===== config.mk =====
export PLATFORM = sky130hd
export DESIGN_NAME = mc_ctrl
export DESIGN_NICKNAME = d
export VERILOG_FILES = /design/src/rtl/mc_ctrl_pkg.sv /design/src/rtl/mc_ctrl_outdec.sv /design/src/rtl/mc_ctrl.sv
export SDC_FILE = /design/constraint.sdc
export NUM_CORES = 1
export LEC_CHECK = 0
export CAP_MARGIN = 20
export CORE_ASPECT_RATIO = 0.75
export CORE_MARGIN = 3
export CORE_UTILIZATION = 48
export CTS_CLUSTER_SIZE = 14
export DETAILED_ROUTE_END_ITERATION = 6
export PLACE_DENSITY_LB_ADDON = 0.08
export SLEW_MARGIN = 20
export SYNTH_ARGS = -nofsm -noshare
export SYNTH_HDL_FRONTEND = slang
export SYNTH_SLANG_ARGS = --single-unit

===== constraint.sdc =====
create_clock -name clk -period 2.5 [get_ports clk]
set_clock_uncertainty 0.05 [all_clocks]
set_input_delay 0.5 -clock clk [delete_from_list [all_inputs] [get_ports clk]]
set_output_delay 0.5 -clock clk [all_outputs]
set_load 0.005 [all_outputs]

===== src/rtl/mc_ctrl_pkg.sv =====
`default_nettype none
// ============================================================================
// mc_ctrl_pkg : opcodes, state encoding and control-field encodings for mc_ctrl
// Rev 1.0
// ============================================================================
package mc_ctrl_pkg;

    localparam logic [5:0] c_opR    = 6'b000000;
    localparam logic [5:0] c_opLw   = 6'b100011;
    localparam logic [5:0] c_opSw   = 6'b101011;
    localparam logic [5:0] c_opBeq  = 6'b000100;
    localparam logic [5:0] c_opJ    = 6'b000010;
    localparam logic [5:0] c_opAddi = 6'b001000;
    localparam logic [5:0] c_opBne  = 6'b000101;

    localparam logic [1:0] c_aluOpAdd   = 2'b00;
    localparam logic [1:0] c_aluOpSub   = 2'b01;
    localparam logic [1:0] c_aluOpFunct = 2'b10;

    localparam logic [1:0] c_srcBReg    = 2'b00;
    localparam logic [1:0] c_srcBFour   = 2'b01;
    localparam logic [1:0] c_srcBImm    = 2'b10;
    localparam logic [1:0] c_srcBImmSh2 = 2'b11;

    localparam logic [1:0] c_pcSrcAlu    = 2'b00;
    localparam logic [1:0] c_pcSrcAluOut = 2'b01;
    localparam logic [1:0] c_pcSrcJump   = 2'b10;

    typedef enum logic [3:0] {
        ST_FETCH  = 4'd0,
        ST_DECODE = 4'd1,
        ST_EXEC   = 4'd2,
        ST_RWB    = 4'd3,
        ST_MEMADR = 4'd4,
        ST_MEMRD  = 4'd5,
        ST_MEMWB  = 4'd6,
        ST_MEMWR  = 4'd7,
        ST_BRANCH = 4'd8,
        ST_JUMP   = 4'd9,
        ST_ADDIEX = 4'd10,
        ST_ADDIWB = 4'd11
    } state_t;

    typedef struct packed {
        logic       pcWrite;
        logic       pcWriteCond;
        logic       branchNe;
        logic       iorD;
        logic       memRead;
        logic       memWrite;
        logic       irWrite;
        logic       memtoReg;
        logic       regDst;
        logic       regWrite;
        logic       aluSrcA;
        logic [1:0] aluSrcB;
        logic [1:0] aluOp;
        logic [1:0] pcSource;
        logic       instrDone;
        logic       illegalOp;
    } ctrl_t;

    function automatic logic opLegal(input logic [5:0] op);
        case (op)
            c_opR, c_opLw, c_opSw, c_opBeq, c_opJ: opLegal = 1'b1;
`ifdef MC_CTRL_EXT_OPS_EN
            c_opAddi, c_opBne:                     opLegal = 1'b1;
`endif
            default:                               opLegal = 1'b0;
        endcase
    endfunction

endpackage
`default_nettype wire


===== src/rtl/mc_ctrl_outdec.sv =====
`default_nettype none
// ============================================================================
// mc_ctrl_outdec : combinational state (+mem_ready, op) to control-word decode
// Rev 1.0
// ============================================================================
module mc_ctrl_outdec
    import mc_ctrl_pkg::*;
(
    input  state_t     i_state,
    input  logic       i_memReady,
    input  logic [5:0] i_op,
    output ctrl_t      o_ctrl
);

    always_comb begin
        o_ctrl = '0;
        case (i_state)
            ST_FETCH: begin
                o_ctrl.memRead  = 1'b1;
                o_ctrl.aluSrcB  = c_srcBFour;
                o_ctrl.aluOp    = c_aluOpAdd;
                o_ctrl.pcSource = c_pcSrcAlu;
                o_ctrl.irWrite  = i_memReady;
                o_ctrl.pcWrite  = i_memReady;
            end
            ST_DECODE: begin
                o_ctrl.aluSrcB   = c_srcBImmSh2;
                o_ctrl.aluOp     = c_aluOpAdd;
                o_ctrl.illegalOp = ~opLegal(i_op);
            end
            ST_EXEC: begin
                o_ctrl.aluSrcA = 1'b1;
                o_ctrl.aluSrcB = c_srcBReg;
                o_ctrl.aluOp   = c_aluOpFunct;
            end
            ST_RWB: begin
                o_ctrl.regDst    = 1'b1;
                o_ctrl.regWrite  = 1'b1;
                o_ctrl.instrDone = 1'b1;
            end
            ST_MEMADR: begin
                o_ctrl.aluSrcA = 1'b1;
                o_ctrl.aluSrcB = c_srcBImm;
                o_ctrl.aluOp   = c_aluOpAdd;
            end
            ST_MEMRD: begin
                o_ctrl.memRead = 1'b1;
                o_ctrl.iorD    = 1'b1;
            end
            ST_MEMWB: begin
                o_ctrl.memtoReg  = 1'b1;
                o_ctrl.regWrite  = 1'b1;
                o_ctrl.instrDone = 1'b1;
            end
            // The store completes on the ready cycle, so that is the retire cycle.
            ST_MEMWR: begin
                o_ctrl.memWrite  = 1'b1;
                o_ctrl.iorD      = 1'b1;
                o_ctrl.instrDone = i_memReady;
            end
            ST_BRANCH: begin
                o_ctrl.aluSrcA     = 1'b1;
                o_ctrl.aluSrcB     = c_srcBReg;
                o_ctrl.aluOp       = c_aluOpSub;
                o_ctrl.pcWriteCond = 1'b1;
                o_ctrl.pcSource    = c_pcSrcAluOut;
                o_ctrl.instrDone   = 1'b1;
`ifdef MC_CTRL_EXT_OPS_EN
                o_ctrl.branchNe    = (i_op == c_opBne);
`endif
            end
            ST_JUMP: begin
                o_ctrl.pcWrite   = 1'b1;
                o_ctrl.pcSource  = c_pcSrcJump;
                o_ctrl.instrDone = 1'b1;
            end
`ifdef MC_CTRL_EXT_OPS_EN
            ST_ADDIEX: begin
                o_ctrl.aluSrcA = 1'b1;
                o_ctrl.aluSrcB = c_srcBImm;
                o_ctrl.aluOp   = c_aluOpAdd;
            end
            ST_ADDIWB: begin
                o_ctrl.regWrite  = 1'b1;
                o_ctrl.instrDone = 1'b1;
            end
`endif
            default: ;
        endcase
    end

endmodule
`default_nettype wire


===== src/rtl/mc_ctrl.sv =====
`default_nettype none
// ============================================================================
// mc_ctrl : multi-cycle MIPS controller with memory wait states and retire count
// Optional ADDI/BNE support via MC_CTRL_EXT_OPS_EN.  Rev 1.0
// ============================================================================
module mc_ctrl
    import mc_ctrl_pkg::*;
#(
    parameter int OP_W    = 6,
    parameter int ALUOP_W = 2,
    parameter int CNT_W   = 32
) (
    input  logic               clk,
    input  logic               rst_n,
    input  logic [OP_W-1:0]    op,
    input  logic               mem_ready,
    output logic               PCWrite,
    output logic               PCWriteCond,
    output logic               BranchNe,
    output logic               IorD,
    output logic               MemRead,
    output logic               MemWrite,
    output logic               IRWrite,
    output logic               MemtoReg,
    output logic               RegDst,
    output logic               RegWrite,
    output logic               ALUSrcA,
    output logic [1:0]         ALUSrcB,
    output logic [ALUOP_W-1:0] ALUOp,
    output logic [1:0]         PCSource,
    output logic               instr_done,
    output logic               illegal_op,
    output logic [CNT_W-1:0]   retired
);

    state_t           r_state;
    state_t           w_nextState;
    ctrl_t            w_ctrl;
    logic [5:0]       w_op;
    logic [CNT_W-1:0] r_retired;

    assign w_op = 6'(op);

    always_ff @(posedge clk) begin
        if (!rst_n) begin
            r_state <= ST_FETCH;
        end else begin
            r_state <= w_nextState;
        end
    end

    always_comb begin
        w_nextState = r_state;
        case (r_state)
            ST_FETCH:  if (mem_ready) w_nextState = ST_DECODE;
            ST_DECODE: begin
                case (w_op)
                    c_opR:          w_nextState = ST_EXEC;
                    c_opLw, c_opSw: w_nextState = ST_MEMADR;
                    c_opBeq:        w_nextState = ST_BRANCH;
                    c_opJ:          w_nextState = ST_JUMP;
`ifdef MC_CTRL_EXT_OPS_EN
                    c_opBne:        w_nextState = ST_BRANCH;
                    c_opAddi:       w_nextState = ST_ADDIEX;
`endif
                    default:        w_nextState = ST_FETCH;
                endcase
            end
            ST_EXEC:   w_nextState = ST_RWB;
            // IR holds op stable, so it still tells load from store here.
            ST_MEMADR: w_nextState = (w_op == c_opSw) ? ST_MEMWR : ST_MEMRD;
            ST_MEMRD:  if (mem_ready) w_nextState = ST_MEMWB;
            ST_MEMWR:  if (mem_ready) w_nextState = ST_FETCH;
`ifdef MC_CTRL_EXT_OPS_EN
            ST_ADDIEX: w_nextState = ST_ADDIWB;
`endif
            default:   w_nextState = ST_FETCH;
        endcase
    end

    mc_ctrl_outdec u_outdec (
        .i_state    (r_state),
        .i_memReady (mem_ready),
        .i_op       (w_op),
        .o_ctrl     (w_ctrl)
    );

    // Strobes are masked during reset so an abandoned instruction cannot write.
    assign PCWrite     = w_ctrl.pcWrite     & rst_n;
    assign PCWriteCond = w_ctrl.pcWriteCond & rst_n;
    assign IRWrite     = w_ctrl.irWrite     & rst_n;
    assign RegWrite    = w_ctrl.regWrite    & rst_n;
    assign MemRead     = w_ctrl.memRead     & rst_n;
    assign MemWrite    = w_ctrl.memWrite    & rst_n;
    assign instr_done  = w_ctrl.instrDone   & rst_n;
    assign illegal_op  = w_ctrl.illegalOp   & rst_n;
    assign BranchNe    = w_ctrl.branchNe;
    assign IorD        = w_ctrl.iorD;
    assign MemtoReg    = w_ctrl.memtoReg;
    assign RegDst      = w_ctrl.regDst;
    assign ALUSrcA     = w_ctrl.aluSrcA;
    assign ALUSrcB     = w_ctrl.aluSrcB;
    assign ALUOp       = ALUOP_W'(w_ctrl.aluOp);
    assign PCSource    = w_ctrl.pcSource;

    always_ff @(posedge clk) begin
        if (!rst_n) begin
            r_retired <= '0;
        end else if (instr_done) begin
            r_retired <= r_retired + CNT_W'(1);
        end
    end

    assign retired = r_retired;

endmodule
`default_nettype wire


* After elaboration in Yosys (flattened, before gate mapping) *
Cells that the tools add are included.

storage, ports and cells
  bits of input ports = 9
  bits in registers = 36
  logic and storage cells = 60

operators by class
  muxes and demuxes = 22
  eq/ne operators = 16
  bitwise gates (word level) = 9
  add/sub/neg operators = 1
  reduce and logical (&&, ||, !) cells = 10

operator list
  kind                     count
  $add A32 B1 Y32 const B  1
  $pmux W4 S6              1
  $pmux W4 S5              1
  $eq A4 B3 Y1 const B     4
  $pmux W4 S4              1
  $eq A6 B6 Y1 const B     2
  $mux W1                  12
  $mux W4                  3
  $and A1 B1 Y1            8
  $eq A4 B2 Y1 const B     2
  $eq A4 B4 Y1 const B     2
  $reduce_or A2 Y1         4
  $eq A6 B2 Y1 const B     1
  $eq A6 B3 Y1 const B     1
  $logic_not A6 Y1         1
  $ne A2 B2 Y1 const B     3
  $reduce_or A5 Y1         1
  $eq A4 B1 Y1 const B     1
  $logic_not A4 Y1         1
  $pmux W1 S2              2
  $pmux W2 S2              1
  $reduce_or A4 Y1         1
  $reduce_and A3 Y1        1
  $reduce_or A3 Y1         1
  other kinds (2)          2

* Depth between registers and ports, before layout *
  depth in word-level cells = 7
  depth in mapped cells = 7
  gate-level depth less buffers = 5

* Modules after synthesis *
From an unflattened synthesis, not the netlist that was laid out.

second synthesis, totals
  cells, all modules = 271
  area, all modules = 2,284.7 µm²

by module, submodules not included
  module          cells each  area an instance (µm²)  instances
  mc_ctrl         228         2,003.2                 1
  mc_ctrl_outdec  43          281.5                   1

* Worst setup path before layout *
OpenSTA, ideal clock, no wires.

  path type = in2out
  start = input port rst_n
  end = output port illegal_op
  slack = 0.437 ns
  required time = 1.950 ns
  arrival = 1.513 ns
  stages on the path = 4
  cell sequence = clkbuf_1 clkbuf_1 nand2_1 nor4_1

between the ends
  cells in the longest elaborated chain, start to end = 1

ends and longest elaborated chain
  item           line           source
  from (decl)    mc_ctrl.sv:14  input logic rst_n,
  $and A1 B1 Y1  mc_ctrl.sv:96  assign illegal_op = w_ctrl.illegalOp & rst_n;
  to (decl)      mc_ctrl.sv:32  output logic illegal_op,

No other way between the ends.

* Final worst setup path *
  start = register r_state[1]
  end = output port ALUSrcA

between the ends
  cells in the longest elaborated chain, start to end = 3

ends and longest elaborated chain
  item                                        line                  source
  from (decl)                                 mc_ctrl.sv:36         state_t r_state;
  from (signal assigned)                      mc_ctrl.sv:48         r_state <= w_nextState;
  $eq A4 B2 Y1, or another cell as far along  mc_ctrl_outdec.sv:17  case (i_state)
  $reduce_or A3 Y1 (no source line) (*)       --
  $mux W1 (*)                                 mc_ctrl_outdec.sv:17
  to (decl)                                   mc_ctrl.sv:27         output logic ALUSrcA,

Mark *: on every way between the ends. The rest lies on a longest branch, timed or not.

==> key figures <==
Synthesis
  • Mapped Area: 2170 sq um
  • Cells after synthesis: 272
  • Register bit total from synthesis: 36
  • Avg Inst Size Synth: 7.99 sq um
  • Synth area leader: dfxtp_1
  • Register area share after synthesis: 33.2%
  • Synth unique cells: 51
  • Synth Flop Type: dfxtp_1
  • Post-Syn Nets: 282
  • Asr flop ratio synth: 0%
  • Synth top area share: 33.2%
  • Post-synth EDFFs: 0
  • Largest cells by area after synthesis: dfxtp_1, a21oi_1, o31ai_1
  • Warnings, synthesis: 0

Detailed routing
  • Via count: 2409
  • Routed WL: 5980 um
  • Average wire per standard cell: 15.2 um
  • Post-DR vias/cell: 6.15
  • DRT iter0 DRCs: 293
  • DRT Pass-1 Iters: 6
  • Residual DRC: 0
  • Post-route antenna net violation count: 0

GRT
  • First-pass GRT wire length: 10200 um
  • Initial antenna violation count: 0
  • Largest net degree at the start of global routing: 41
  • GRT overflow: 0
  • Vias in the first global route: 2101
  • GRT Overall Usage: 22.7%

STA
  • Final Hold Viols: 0
  • Slew Limit Fails: 0
  • Hold slack: 0.425 ns
  • Minimum clock period: 2.40 ns
  • Final setup fails: 0
  • Unrepaired setup endpoints after global routing: no
  • Fin crit share: 95.9%
  • Achievable Freq: 0.417 GHz

Power and ir drop
  • Power share of the clock group: 38.7%
  • Internal power: 848 uW
  • Maximum vdd drop: 0.252 mV
  • Combinational power share: 8.9%
  • Switching part of the total: 23.4%
  • Sequential Power Share: 52.4%
  • Leak Pwr: 0.000981 uW
  • Sw Pwr: 259 uW
  • Power per Cell Area: 373 nW/um^2

Layout
  • # diodes: 0
  • Most common cell after layout, fill and taps aside: clkdlybuf4s50_1
  • Most frequent cells in the layout: clkdlybuf4s50_1, dfxtp_1, a21oi_1
  • Final instance area: 2970 sq um
  • # fillers: 373
  • Reg area: 724 sq um
  • Final-stage net count: 346
  • Multi-input logic area: 1330 sq um
  • Final Non-Filler Cells: 392
  • Share of cells above drive strength 1: 10.7%
  • Syn-to-layout area delta: 36.6%

Placed design
  • Inst Count DP: 383
  • Hpwl dp: 4160 um
  • Routability congestion estimate: 0.886
  • Post-Place Cell Area: 2860 sq um
  • Port buffer count: 58

Clocking
  • CTS root buffer: clkbuf_8
  • CTS tree: built
  • Worst skew pair latency: 0.28 ns
  • H-tree depth: 2
  • Sink Count: 36
  • Reg clk slew, reported paths: 0.07 ns
  • Max clock buf depth: 2
  • Clock buffer count from CTS: 5

Die
  • Die width: 83.7 um
  • CORE AREA: 4200 sq um
  • Die Area: 5380 sq um
  • Die span in y: 64.3 um
  • # rows: 20
  • Top Ports: 60
  • Starting Density: 51.7%

Critical path
  • CP Data Required Time: 1.95 ns
  • Critical R2R Launch: retired[1]
  • Reg2reg path depth: 5
  • CP arrival: 1.85 ns
  • Worst R2R Setup Slack: 0.31 ns
  • Crit path kind: register to output pin
  • Critical Path End: ALUSrcA
  • Startpoint Class: register
  • Crit Reg-Reg Endpoint: retired[20]
  • Critical path endpoint category: output pin
  • Worst Setup SP: r_state[1]
  • Crit-path max FO: 8

Min path
  • Tightest Hold Check Type: register to register

Run
  • # Max-Cap Violations: 0

Outcome
  • Status: complete, no violations
-- power groups by stage --
stage                     clock (uW)  sequential [uW]  combinational (uW)
final                            429              580                98.6
after global routing             462              580                 109
after CTS                        436              579                97.2
after detailed placement           0              593                97.6
after global placement             0              593                97.1
after floorplan                    0              589                51.7
-- cell families (layout without fill, tap and decap cells) --
group                    count (synthesis)  in the layout  synth area share [%]
AO/OA/AOI/OAI                           65             65                  19.2
XOR/XNOR                                 3              3                  1.21
adder cells (fa/ha/maj)                  1              1                 0.576
buffers and inverters                   27             92                  6.34
flip-flops                              36             36                  33.2
multiplexers                             7              7                  3.23
other                                    1              1                 0.173
AND/OR/NAND/NOR                        132            132                  36.1
-- state kept, by name, summed over array words and instances, names as in the netlist --
signal and count:
r_state 4, retired 32
-- critical path, cell delays in order (launching register included) --
cell             delay (ns)
dfxtp_1                0.39
inv_1                  0.17
nand2_1                0.15
a21o_1                 0.20
a21oi_1                0.14
clkdlybuf4s50_1        0.51
-- metal layers --
metal / part of all wire, % / track usage (%)
met1: 48 / 33.7
met2: 42 / 32.8
met3: 8.8 / 5.67
met4: 0.55 / 4.82
met5: 0 / 0
-- synthesized netlist by cell type, types with 7 or more instances --
library cell  instances
a21oi_1              26
and4_1                8
buf_2                 7
dfxtp_1              36
mux2i_1               7
nand2_1              25
nand2b_1             10
nand3_1               7
nand4_1              11
nor2_1               16
o21ai_0              10
o31ai_1              14
or3_1                 8
or4_1                14
-- cell type report --
| type | count | share of cell area (%) |
|---|---|---|
| clock buffers | 8 | 3.04 |
| flip-flops and latches | 36 | 24.4 |
| inverters | 7 | 0.886 |
| repair buffers | 77 | 24.6 |
| well taps | 55 | 2.32 |
| multi-input cells | 209 | 44.7 |
-- worst min-delay path by stage --
stage,depth (start not counted),start,slack (ns),endpoint
final,2,retired[31],0.43,retired[31]
after floorplan,2,retired[31],0.41,retired[31]
after detailed placement,2,retired[31],0.41,retired[31]
after CTS,2,retired[31],0.42,retired[31]
after global placement,2,retired[31],0.41,retired[31]
after global routing,2,retired[30],0.47,retired[30]
-- stage by stage --
step / TNS [ns] / util [%] / power, uW / setup slack (ns)
after floorplan: 0 / - / 641 / 0.437
after global placement: -0.282 / 68.0 / 690 / -0.110
after detailed placement: -0.381 / 68.0 / 690 / -0.119
after CTS: 0 / 70.5 / 1110 / 0.0933
after global routing: 0 / 70.6 / 1150 / 0.0223
final: 0 / 70.6 / 1110 / 0.102
-- timing repair --
item                                    in CTS  in global routing
endpoints found under the setup margin       5                  3
setup buffers                                1                  0
hold buffers                                 0                  0
resized for setup                            9                  3
pin swaps                                    2                  0
Power figures use the tool's default switching activity.
